<file path="src/rtl/sram_arb_ctrl.sv">
// sram_arb_ctrl: round-robin arbiter sharing one 1RW SRAM macro between the
// instruction-fetch port (read-only) and the load/store port (read/write).
// Sub-word stores run as a two-cycle read-modify-write (read, then RMW_WR).
// Optional feature: define SRAM_ARB_PARITY_EN to keep even parity in spare bit 32.
module sram_arb_ctrl #(
  parameter int unsigned ADDR_WIDTH = 9,
  parameter int unsigned DATA_WIDTH = 32
) (
  input  logic                    clk,
  input  logic                    rst_n,
  input  logic                    i_req,
  input  logic [31:0]             i_addr,
  output logic                    i_gnt,
  output logic                    i_rvalid,
  output logic [DATA_WIDTH-1:0]   i_rdata,
  input  logic                    d_req,
  input  logic                    d_we,
  input  logic [DATA_WIDTH/8-1:0] d_be,
  input  logic [31:0]             d_addr,
  input  logic [DATA_WIDTH-1:0]   d_wdata,
  output logic                    d_gnt,
  output logic                    d_rvalid,
  output logic [DATA_WIDTH-1:0]   d_rdata,
  output logic                    parity_err,
  output logic                    sram_csb0,
  output logic                    sram_web0,
  output logic                    sram_spare_wen0,
  output logic [ADDR_WIDTH-1:0]   sram_addr0,
  output logic [DATA_WIDTH:0]     sram_din0,
  input  logic [DATA_WIDTH:0]     sram_dout0
);

  localparam int unsigned BE_W = DATA_WIDTH / 8;

  typedef enum logic {
    ST_IDLE   = 1'b0,
    ST_RMW_WR = 1'b1
  } state_e;

  typedef enum logic {
    PORT_FETCH = 1'b0,
    PORT_DATA  = 1'b1
  } port_e;

  state_e                  state_q, state_d;
  port_e                   rr_last_q, rr_last_d;
  logic                    i_rvalid_q;
  logic                    d_rvalid_q;
  logic                    d_rd_q;
  logic [ADDR_WIDTH-1:0]   rmw_addr_q, rmw_addr_d;
  logic [BE_W-1:0]         rmw_be_q, rmw_be_d;
  logic [DATA_WIDTH-1:0]   rmw_wdata_q, rmw_wdata_d;

  logic                    gnt_i_c;
  logic                    gnt_d_c;
  logic                    d_full_wr_c;
  logic                    d_rmw_rd_c;
  logic [ADDR_WIDTH-1:0]   i_word_c;
  logic [ADDR_WIDTH-1:0]   d_word_c;
  logic [DATA_WIDTH-1:0]   merged_c;
  logic [DATA_WIDTH-1:0]   wr_data_c;

  assign i_word_c = i_addr[ADDR_WIDTH+1:2];
  assign d_word_c = d_addr[ADDR_WIDTH+1:2];

  // Round-robin arbitration; grants only in IDLE and never while in reset.
  always_comb begin
    gnt_i_c = 1'b0;
    gnt_d_c = 1'b0;
    if (rst_n && (state_q == ST_IDLE)) begin
      if (i_req && d_req) begin
        if (rr_last_q == PORT_FETCH) gnt_d_c = 1'b1;
        else                         gnt_i_c = 1'b1;
      end else begin
        gnt_i_c = i_req;
        gnt_d_c = d_req;
      end
    end
  end

  assign d_full_wr_c = gnt_d_c & d_we & (d_be == '1);
  assign d_rmw_rd_c  = gnt_d_c & d_we & (d_be != '1);

  // Byte merge of the latched store data over the old word read last cycle.
  always_comb begin
    merged_c = '0;
    for (int unsigned b = 0; b < BE_W; b++) begin
      merged_c[8*b +: 8] = rmw_be_q[b] ? rmw_wdata_q[8*b +: 8] : sram_dout0[8*b +: 8];
    end
  end

  // Macro drive: RMW write-back has priority, then the granted port.
  always_comb begin
    sram_csb0  = 1'b1;
    sram_web0  = 1'b1;
    sram_addr0 = '0;
    wr_data_c  = '0;
    if (state_q == ST_RMW_WR) begin
      sram_csb0  = 1'b0;
      sram_web0  = 1'b0;
      sram_addr0 = rmw_addr_q;
      wr_data_c  = merged_c;
    end else if (gnt_d_c) begin
      sram_csb0  = 1'b0;
      sram_addr0 = d_word_c;
      if (d_full_wr_c) begin
        sram_web0 = 1'b0;
        wr_data_c = d_wdata;
      end
    end else if (gnt_i_c) begin
      sram_csb0  = 1'b0;
      sram_addr0 = i_word_c;
    end
  end

  // Next-state: round-robin pointer and RMW capture on a sub-word store grant.
  always_comb begin
    state_d     = ST_IDLE;
    rr_last_d   = rr_last_q;
    rmw_addr_d  = rmw_addr_q;
    rmw_be_d    = rmw_be_q;
    rmw_wdata_d = rmw_wdata_q;
    if (gnt_i_c)      rr_last_d = PORT_FETCH;
    else if (gnt_d_c) rr_last_d = PORT_DATA;
    if (d_rmw_rd_c) begin
      state_d     = ST_RMW_WR;
      rmw_addr_d  = d_word_c;
      rmw_be_d    = d_be;
      rmw_wdata_d = d_wdata;
    end
  end

  // State, pointer, response flags and RMW latches.
  always_ff @(posedge clk or negedge rst_n) begin
    if (!rst_n) begin
      state_q     <= ST_IDLE;
      rr_last_q   <= PORT_FETCH;
      i_rvalid_q  <= 1'b0;
      d_rvalid_q  <= 1'b0;
      d_rd_q      <= 1'b0;
      rmw_addr_q  <= '0;
      rmw_be_q    <= '0;
      rmw_wdata_q <= '0;
    end else begin
      state_q     <= state_d;
      rr_last_q   <= rr_last_d;
      i_rvalid_q  <= gnt_i_c;
      d_rvalid_q  <= gnt_d_c;
      d_rd_q      <= gnt_d_c & ~d_full_wr_c;
      rmw_addr_q  <= rmw_addr_d;
      rmw_be_q    <= rmw_be_d;
      rmw_wdata_q <= rmw_wdata_d;
    end
  end

  assign i_gnt    = gnt_i_c;
  assign d_gnt    = gnt_d_c;
  assign i_rvalid = i_rvalid_q;
  assign d_rvalid = d_rvalid_q;
  // Read data is only valid the cycle after the grant; full-word stores return 0.
  assign i_rdata  = i_rvalid_q ? sram_dout0[DATA_WIDTH-1:0] : '0;
  assign d_rdata  = d_rd_q     ? sram_dout0[DATA_WIDTH-1:0] : '0;

`ifdef SRAM_ARB_PARITY_EN
  logic rd_rsp_c;
  assign rd_rsp_c        = i_rvalid_q | d_rd_q;
  assign sram_din0       = {^wr_data_c, wr_data_c};
  assign sram_spare_wen0 = ~sram_csb0 & ~sram_web0;
  assign parity_err      = rd_rsp_c & (^sram_dout0);
`else
  logic unused_spare_c;
  assign sram_din0       = {1'b0, wr_data_c};
  assign sram_spare_wen0 = 1'b0;
  assign parity_err      = 1'b0;
  assign unused_spare_c  = sram_dout0[DATA_WIDTH];
`endif

  // Byte-offset and out-of-range address bits are intentionally ignored.
  logic unused_addr_c;
  assign unused_addr_c = ^{i_addr[31:ADDR_WIDTH+2], i_addr[1:0],
                           d_addr[31:ADDR_WIDTH+2], d_addr[1:0]};

endmodule
</file>
<file path="config.mk">
export PLATFORM = sky130hd
export DESIGN_NAME = sram_arb_ctrl
export DESIGN_NICKNAME = d
export VERILOG_FILES = /design/src/rtl/sram_arb_ctrl.sv
export SDC_FILE = /design/constraint.sdc
export NUM_CORES = 1
export LEC_CHECK = 0
export CORE_ASPECT_RATIO = 2
export CORE_MARGIN = 8
export CORE_UTILIZATION = 35
export DETAILED_ROUTE_END_ITERATION = 6
export GPL_TIMING_DRIVEN = 0
export PLACE_DENSITY = 0.83
export RECOVER_POWER = 100
export SLEW_MARGIN = 10
export SYNTH_ARGS = -nofsm -noshare
export SYNTH_HDL_FRONTEND = slang
export SYNTH_SLANG_ARGS = --single-unit
export TNS_END_PERCENT = 1
</file>
<file path="constraint.sdc">
create_clock -name clk -period 2 [get_ports clk]
set_input_delay 0.2 -clock clk [delete_from_list [all_inputs] [get_ports clk]]
set_output_delay 0.2 -clock clk [all_outputs]
set_load 0.01 [all_outputs]
</file>
After elaboration in Yosys (flattened, before gate mapping)
Index checks and enable logic that the tools add are counted.
- ROM bits: 0
- register bits after elaboration: 50
- latch bits: 0
- memory bits (writable): 0
- memories: 0
- reduce and logical (&&, ||, !) cells: 3
- $lt $le $gt $ge: 0
- multiplexer cells: 27
- equality and inequality tests: 2
- div/mod/pow operators: 0
- multipliers: 0
- shift operators: 0
- add/sub/neg operators: 0
- bitwise logic cells: 6
- operators with widths (operator ; count):
    two-way mux 32 bit ; 5
    two-way mux 8 bit ; 4
    two-way mux 9 bit ; 3
    two-way mux 1 bit ; 15
    bitwise AND 1 bit ; 4
    equality test 4 bit (second input constant) ; 1
    inequality test 4 bit (second input constant) ; 1
    logical AND 1 bit ; 2
    NOT 1 bit ; 2
    nonzero test 2 bit ; 1

Longest topological paths before layout
Gate-level depths: netlist (run 1).
- depth in word-level cells: 8
- mapped depth: 5
- mapped depth without buffers: 4

Worst setup path before layout (run 1)
OpenSTA, ideal clock, no wires.
- kind: flip-flop to output port
- start point: register state_q
- end point: output port sram_din0[10]
- buffers on the path: 1
- arrival: 1.312 ns
- setup slack: 0.488 ns
- stages on the path, launching flop included: 5
- path through: dfrtp_1 nand3b_1 nor3_2 buf_4 a22o_1
- word-level cells in the longest chain between the ends: 8
- RTL lines (what ; line ; source):
    from (decl) ; 45 ; state_e state_q, state_d;
    from (signal assigned) ; 145 ; state_q <= state_d;
    NOT 1 bit ; 70 ; if (rst_n && (state_q == ST_IDLE)) begin
    logical AND 1 bit ; 70 ;
    two-way mux 1 bit ; 70 ;
    bitwise AND 1 bit (2 in a row) ; 81 ; assign d_full_wr_c = gnt_d_c & d_we & (d_be == '1);
    two-way mux 32 bit ; 106 ; if (d_full_wr_c) begin
    two-way mux 32 bit ; 103 ; end else if (gnt_d_c) begin
    two-way mux 32 bit (*) ; 98 ; if (state_q == ST_RMW_WR) begin
    to (decl) ; 29 ; output logic [DATA_WIDTH:0] sram_din0,
Mark *: on every way between the ends. The rest lies on a longest branch, timed or not.

Worst setup path after layout (run 1)
- start point: register rr_last_q
- end point: output port sram_din0[15]
- word-level cells in the longest chain between the ends: 8
- RTL lines (what ; line ; source):
    from (decl) ; 46 ; port_e rr_last_q, rr_last_d;
    from (signal assigned) ; 146 ; rr_last_q <= rr_last_d;
    two-way mux 1 bit (*) ; 72 ; if (rr_last_q == PORT_FETCH) gnt_d_c = 1'b1;
    two-way mux 1 bit (*) ; 71 ; if (i_req && d_req) begin
    two-way mux 1 bit (*) ; 70 ;
    bitwise AND 1 bit (2 in a row) ; 81 ;
    two-way mux 32 bit ; 106 ;
    two-way mux 32 bit (*) ; 103 ;
    two-way mux 32 bit (*) ; 98 ;
Marks and branches as above.

==> metrics.txt, run 1 <==
# port buffers=201; Filler Cell Count=779; Mean Syn Cell Area=11.8 sq um; WL final=13,200 um; area of the die=13,200 sq um; H-tree depth=2; share of layout cells above drive strength 1=0.318; minimum clock period after layout=2010 ps; worst setup margin=-13.7 ps; Critical Path, Cell by Cell=a21bo_2 -> nor3_4 -> buf_8 -> clkbuf_16 -> a22o_1 -> buf_2; die width=85.4 um; DR vias=3,183; first-pass GRT wire length=19,800 um; Most used DFF post-synth=dfrtp_1; synthesis-to-finish area growth=72.7%; outcome=finished, violations left; Antenna diodes=0; DRC viols=0; Global Route Usage Sum=0.190; Detailed Routing Iterations Pass 1=4; commonest cells after routing, fill and taps aside=clkdlybuf4s50_1 (150), and2_1 (73), dfrtp_1 (48); worst path bufs/invs=3; antenna violations before repair=0; gpl congestion=0.791; crit path DAT=1810 ps; Initial Util=0.360; CP Max Fanout=7; RSZ-0062 raised after global routing=yes; worst-case clock buffer depth=2; drt initial violations=89; yosys warns=0; largest net degree at the start of global routing=27; Hold Slack=214 ps; grt ovf=0; period utilisation layout=1.01; Yosys cell types=31; Pwr Total=3.84 mW; sequential share of the synthesized area=0.371; clk sink count=50; Slew Limit Fails=0; Clk Latency, worst-skew pair=290 ps; Yosys reg bits=50; CTS Buf Count=5; die height=155 um; Worst Max-Slew Pin Slew=1190 ps; Root Driver=clkbuf_16; CTS clock-pin slew for the worst setup and hold paths=70 ps; Worst path top cell family by delay=buffers and inverters; Max Cap Violations=0; CP max stage delay=440 ps; worst vdd ir=0.616 mV; power per cell area=659 nW/um^2; core area=9380 sq um; DR WL/cell=21.6 um; P_leak=2.71 nW; vias in the first global route=3,610; final hold violation count=0; DP HPWL=10,000 um; Critical Path RT=1800 ps; critical path endpoint category=output pin; worst setup path class=reg -> out; Final Setup Violations=1; CTS tree=done; mapped cell area=3370 sq um; Slew headroom=0.206; I/O pin cnt=252; asr flop ratio synth=1.00; Post-synth EDFFs=0; Max Clock Skew=5.29 ps; most common cell after layout, fill and taps aside=clkdlybuf4s50_1; Worst path slowest cell=dfrtp_1; Cells after Synth=287; Critical Path Source Type=register; f_max=497 MHz; final net count=646; row cnt=50; area taken by multi-input logic gates=1990 sq um; worst hold-check path type=in -> reg; R2R setup slack=270 ps; failing checks=negative setup slack; vias per inst=5.19; antenna viol nets, final=0; register area=1250 sq um
==> power by group <==
group	internal [mW]	switching, mW
Sequential	1.29	0.213
Clock	0.471	0.412
Combinational	0.979	0.481
==> registers in the layout, summed over array words and instances (netlist names) <==
signal	count
i_rvalid	1
d_rvalid	1
rmw_be_q	4
rmw_wdata_q	32
rmw_addr_q	9
d_rd_q	1
state_q	1
rr_last_q	1
==> stage by stage <==
step	instances	worst slack [ps]	util	instance area [sq um]	TNS (ps)
after floorplan	289	488	-	3380	0
after global placement	594	-2500	0.589	5520	-231090
after detailed placement	595	-821	0.590	5540	-29800
after CTS	609	-67.7	0.623	5850	-1340
after global routing	613	-95.5	0.621	5830	-1360
final	613	-13.7	0.621	5830	-13.7
==> worst reg2reg max path: stages (launching register included) <==
cell and delay (ps):
dfrtp_1 440, buf_4 170, a21boi_1 280, nand3_4 200
buf_6 220, mux2_4 310
==> worst paths after layout <==
check	startpoint	cells after the start	to
hold / removal	d_be[0]	2	rmw_be_q[0]
max in group asynchronous	rst_n	3	i_rvalid
min in group asynchronous	rst_n	3	rmw_wdata_q[17]
hold reg to reg	rmw_addr_q[7]	1	rmw_addr_q[7]
setup reg to reg	rr_last_q	5	rmw_wdata_q[17]
setup / recovery	rr_last_q	6	sram_din0[15]
==> area by class of cell <==
cell class	instances	share of cell area
clock buffer	5	0.0215
inverter	1	0.000644
sequential	50	0.215
buffer	23	0.0354
clock inverter	3	0.00429
timing repair buffer	215	0.359
multi-input combinational	212	0.342
tap	104	0.0223
==> metal layers <==
layer,GRT usage,wire [um],part of all wire,vias to the layer above
met4,0.0791,333,0.025,0
met3,0.0507,864,0.065,18
met5,0,0,0,-
met2,0.350,7180,0.54,145
li1,-,-,-,1471
met1,0.194,4840,0.37,1549
==> synth_stat cells, types with 2 or more instances <==
cell      instances  area [sq um]
nor2_1            2          7.51
a221o_1           9          90.1
mux2_2           35           394
clkbuf_1         12          45.0
buf_1             2          7.51
buf_2             2          10.0
dfrtp_1          50          1250
a22o_1           32           280
mux2_4           39           586
buf_4             6          45.0
and2_1           73           457
buf_6             4          45.0
o22a_1            3          26.3
==> what timing repair did <==
item,in CTS,in global routing
endpoints found under the hold margin,24,0
cloned,0,3
pin swaps,2,32
setup buffers,7,1
gates resized for setup,141,73
endpoints found under the setup margin,105,84
hold buffers,2,0
==> logic make-up after synthesis <==
logic type | Yosys count | synth area share
simple gates | 86 | 0.163
compound gates | 49 | 0.128
other cells | 1 | 0.00111
flops | 50 | 0.371
mux | 74 | 0.290
buf+inv | 27 | 0.0463
Power figures use the tool's default switching activity.
==> run 2: changes to the inputs <==
--- a/config.mk
+++ b/config.mk
@@ -8,10 +8,12 @@
 export CORE_ASPECT_RATIO = 2
 export CORE_MARGIN = 8
 export CORE_UTILIZATION = 35
+export CTS_CLUSTER_DIAMETER = 100
 export DETAILED_ROUTE_END_ITERATION = 6
 export GPL_TIMING_DRIVEN = 0
 export PLACE_DENSITY = 0.83
 export RECOVER_POWER = 100
+export SETUP_SLACK_MARGIN = 0.15
 export SLEW_MARGIN = 10
 export SYNTH_ARGS = -nofsm -noshare
 export SYNTH_HDL_FRONTEND = slang
==> run 2 against run 1 <==
The flow still finishes with violations (negative setup slack). Global-route usage about the same. Cell count rose by 0.98%. Utilization fell by 0.92 points. Critical path depth grew 1. Largest power group unchanged. Design area shrank 1.5%.
==> metrics.txt, run 2 (synthesized netlist as in run 1, its figures left out) <==
outcome=finished, violations left; failing checks=negative setup slack; f_max=495 MHz (-0.30%); CTS clock-pin slew for the worst setup and hold paths=70 ps (about the same); worst setup path class=reg -> out; Post-Route M1 WL=4860 um (+0.35%); Root Driver=clkbuf_16; Max Cap Violations=0 (unchanged); max reg flops=32 (unchanged); antenna viol nets, final=0 (unchanged); CTS tree=done; H-tree depth=2 (unchanged); setup TNS=-19.8 ps (-6.13 ps); biggest regs=rmw_wdata_q: 32 flops, rmw_addr_q: 9 flops, rmw_be_q: 4 flops; clk sink count=50 (unchanged); Initial Util=0.360 (unchanged); Detailed Routing Iterations Pass 1=5 (+1); antenna violations before repair=0 (unchanged); # port buffers=201 (unchanged); worst setup margin=-19.8 ps (-6.13 ps); Slew Limit Fails=0 (unchanged); commonest cells after routing, fill and taps aside=clkdlybuf4s50_1 (134), and2_1 (73), dfrtp_1 (49); Final Setup Violations=1 (unchanged); DR vias=3,203 (+0.63%); worst hold-check path type=in -> reg; crit path DAT=1820 ps (about the same); RSZ-0062 raised after global routing=yes; core area=9380 sq um (unchanged); Antenna diodes=0 (unchanged); WL final=13,100 um (-0.59%); DP HPWL=10,000 um (unchanged); vias in the first global route=3,608 (-0.055%); Max Clock Skew=5.05 ps (-0.236 ps); Clk Latency, worst-skew pair=290 ps (about the same); Largest Register=rmw_wdata_q; worst vdd ir=0.542 mV (-12%); critical path endpoint category=output pin; vias per inst=5.17 (-0.35%); Critical Path Source Type=register; final net count=652 (+0.93%); die width=85.4 um (unchanged); dpl ws=-821 ps (unchanged); Worst Max-Slew Pin Slew=1180 ps (-13.6 ps); final hold violation count=0 (unchanged); DR WL/cell=21.2 um (-1.6%); area of the die=13,200 sq um (unchanged); Critical Path RT=1800 ps (about the same); Slew headroom=0.215 (+0.00905); Placed Area=5540 sq um (unchanged); Pwr Total=3.68 mW (-4.2%); minimum clock period after layout=2020 ps (+6.13 ps); post-route cell area=5740 sq um (-1.5%); WL met3=838 um (-3.0%); Global Route Usage Sum=0.190 (about the same); row cnt=50 (unchanged); CP Max Fanout=7 (unchanged); dpl cells=595 (unchanged); uppermost layer routed=met4; share of layout cells above drive strength 1=0.274 (-0.0445); synthesis-to-finish area growth=70.2%; met2 WL=7090 um (-1.3%); drt initial violations=94 (+5.6%); grt ovf=0 (unchanged); fin util=0.612 (-0.00920); final non-filler cell total=619 (+0.98%); DRC viols=0 (unchanged); I/O pin cnt=252 (unchanged); P_leak=2.66 nW (-1.9%); CTS Buf Count=5 (unchanged); die height=155 um (unchanged); first-pass GRT wire length=19,800 um (about the same); power per cell area=641 nW/um^2 (-2.8%); Hold Slack=212 ps (-2.66 ps); period utilisation layout=1.01 (+0.00307); worst-case clock buffer depth=2 (unchanged); gpl congestion=0.791 (unchanged); largest net degree at the start of global routing=27 (unchanged); most common cell after layout, fill and taps aside=clkdlybuf4s50_1
[run 2: worst max-delay path: stages (launching register included)]
cell and delay [ps]:
dfrtp_1 420, a21bo_2 260, nor3_4 190, buf_8 190, buf_8 130, buf_6 80, a22o_1 120, buf_2 130
[run 2: repair_timing]
action | 4_1_cts | 5_1_grt
setup endpoints to repair | 105 | 103
cloned | 0 | 3
pin swaps | 16 | 24
gates resized for setup | 196 | 76
setup buffers | 7 | 4
hold buffers | 2 | 0
hold endpoints to repair | 24 | 0
[run 2: cell type report]
class,count,area (sq um)
Buffer,26,229
Timing Repair Buffer,218,2100
Tap cell,104,130
Inverter,1,3.75
Sequential cell,50,1250
Clock inverter,3,25.0
Fill cell,805,3640
Multi-Input combinational cell,212,1880
Clock buffer,5,125
[run 2: metal layers]
layer  vias to the layer above  global-route usage
met4                         0              0.0800
met5                         -                   0
met3                        23              0.0464
li1                       1483                   -
met2                       157               0.346
met1                      1540               0.200
[run 2: worst paths after layout]
check                                    from               to  slack, ps  cells past startpoint
worst max-delay path                rr_last_q    sram_din0[29]        -20                      7
worst min-delay path                  d_be[0]      rmw_be_q[0]        210                      2
worst max register to register        state_q      rmw_be_q[2]        140                      5
worst min register to register  rmw_addr_q[7]    rmw_addr_q[7]        490                      1
max in group asynchronous               rst_n          state_q        270                      3
min in group asynchronous               rst_n  rmw_wdata_q[17]        950                      3
[run 2: power by group]
part | internal (mW) | switching (mW)
combinational | 0.838 | 0.541
sequential | 1.28 | 0.144
clock | 0.471 | 0.401
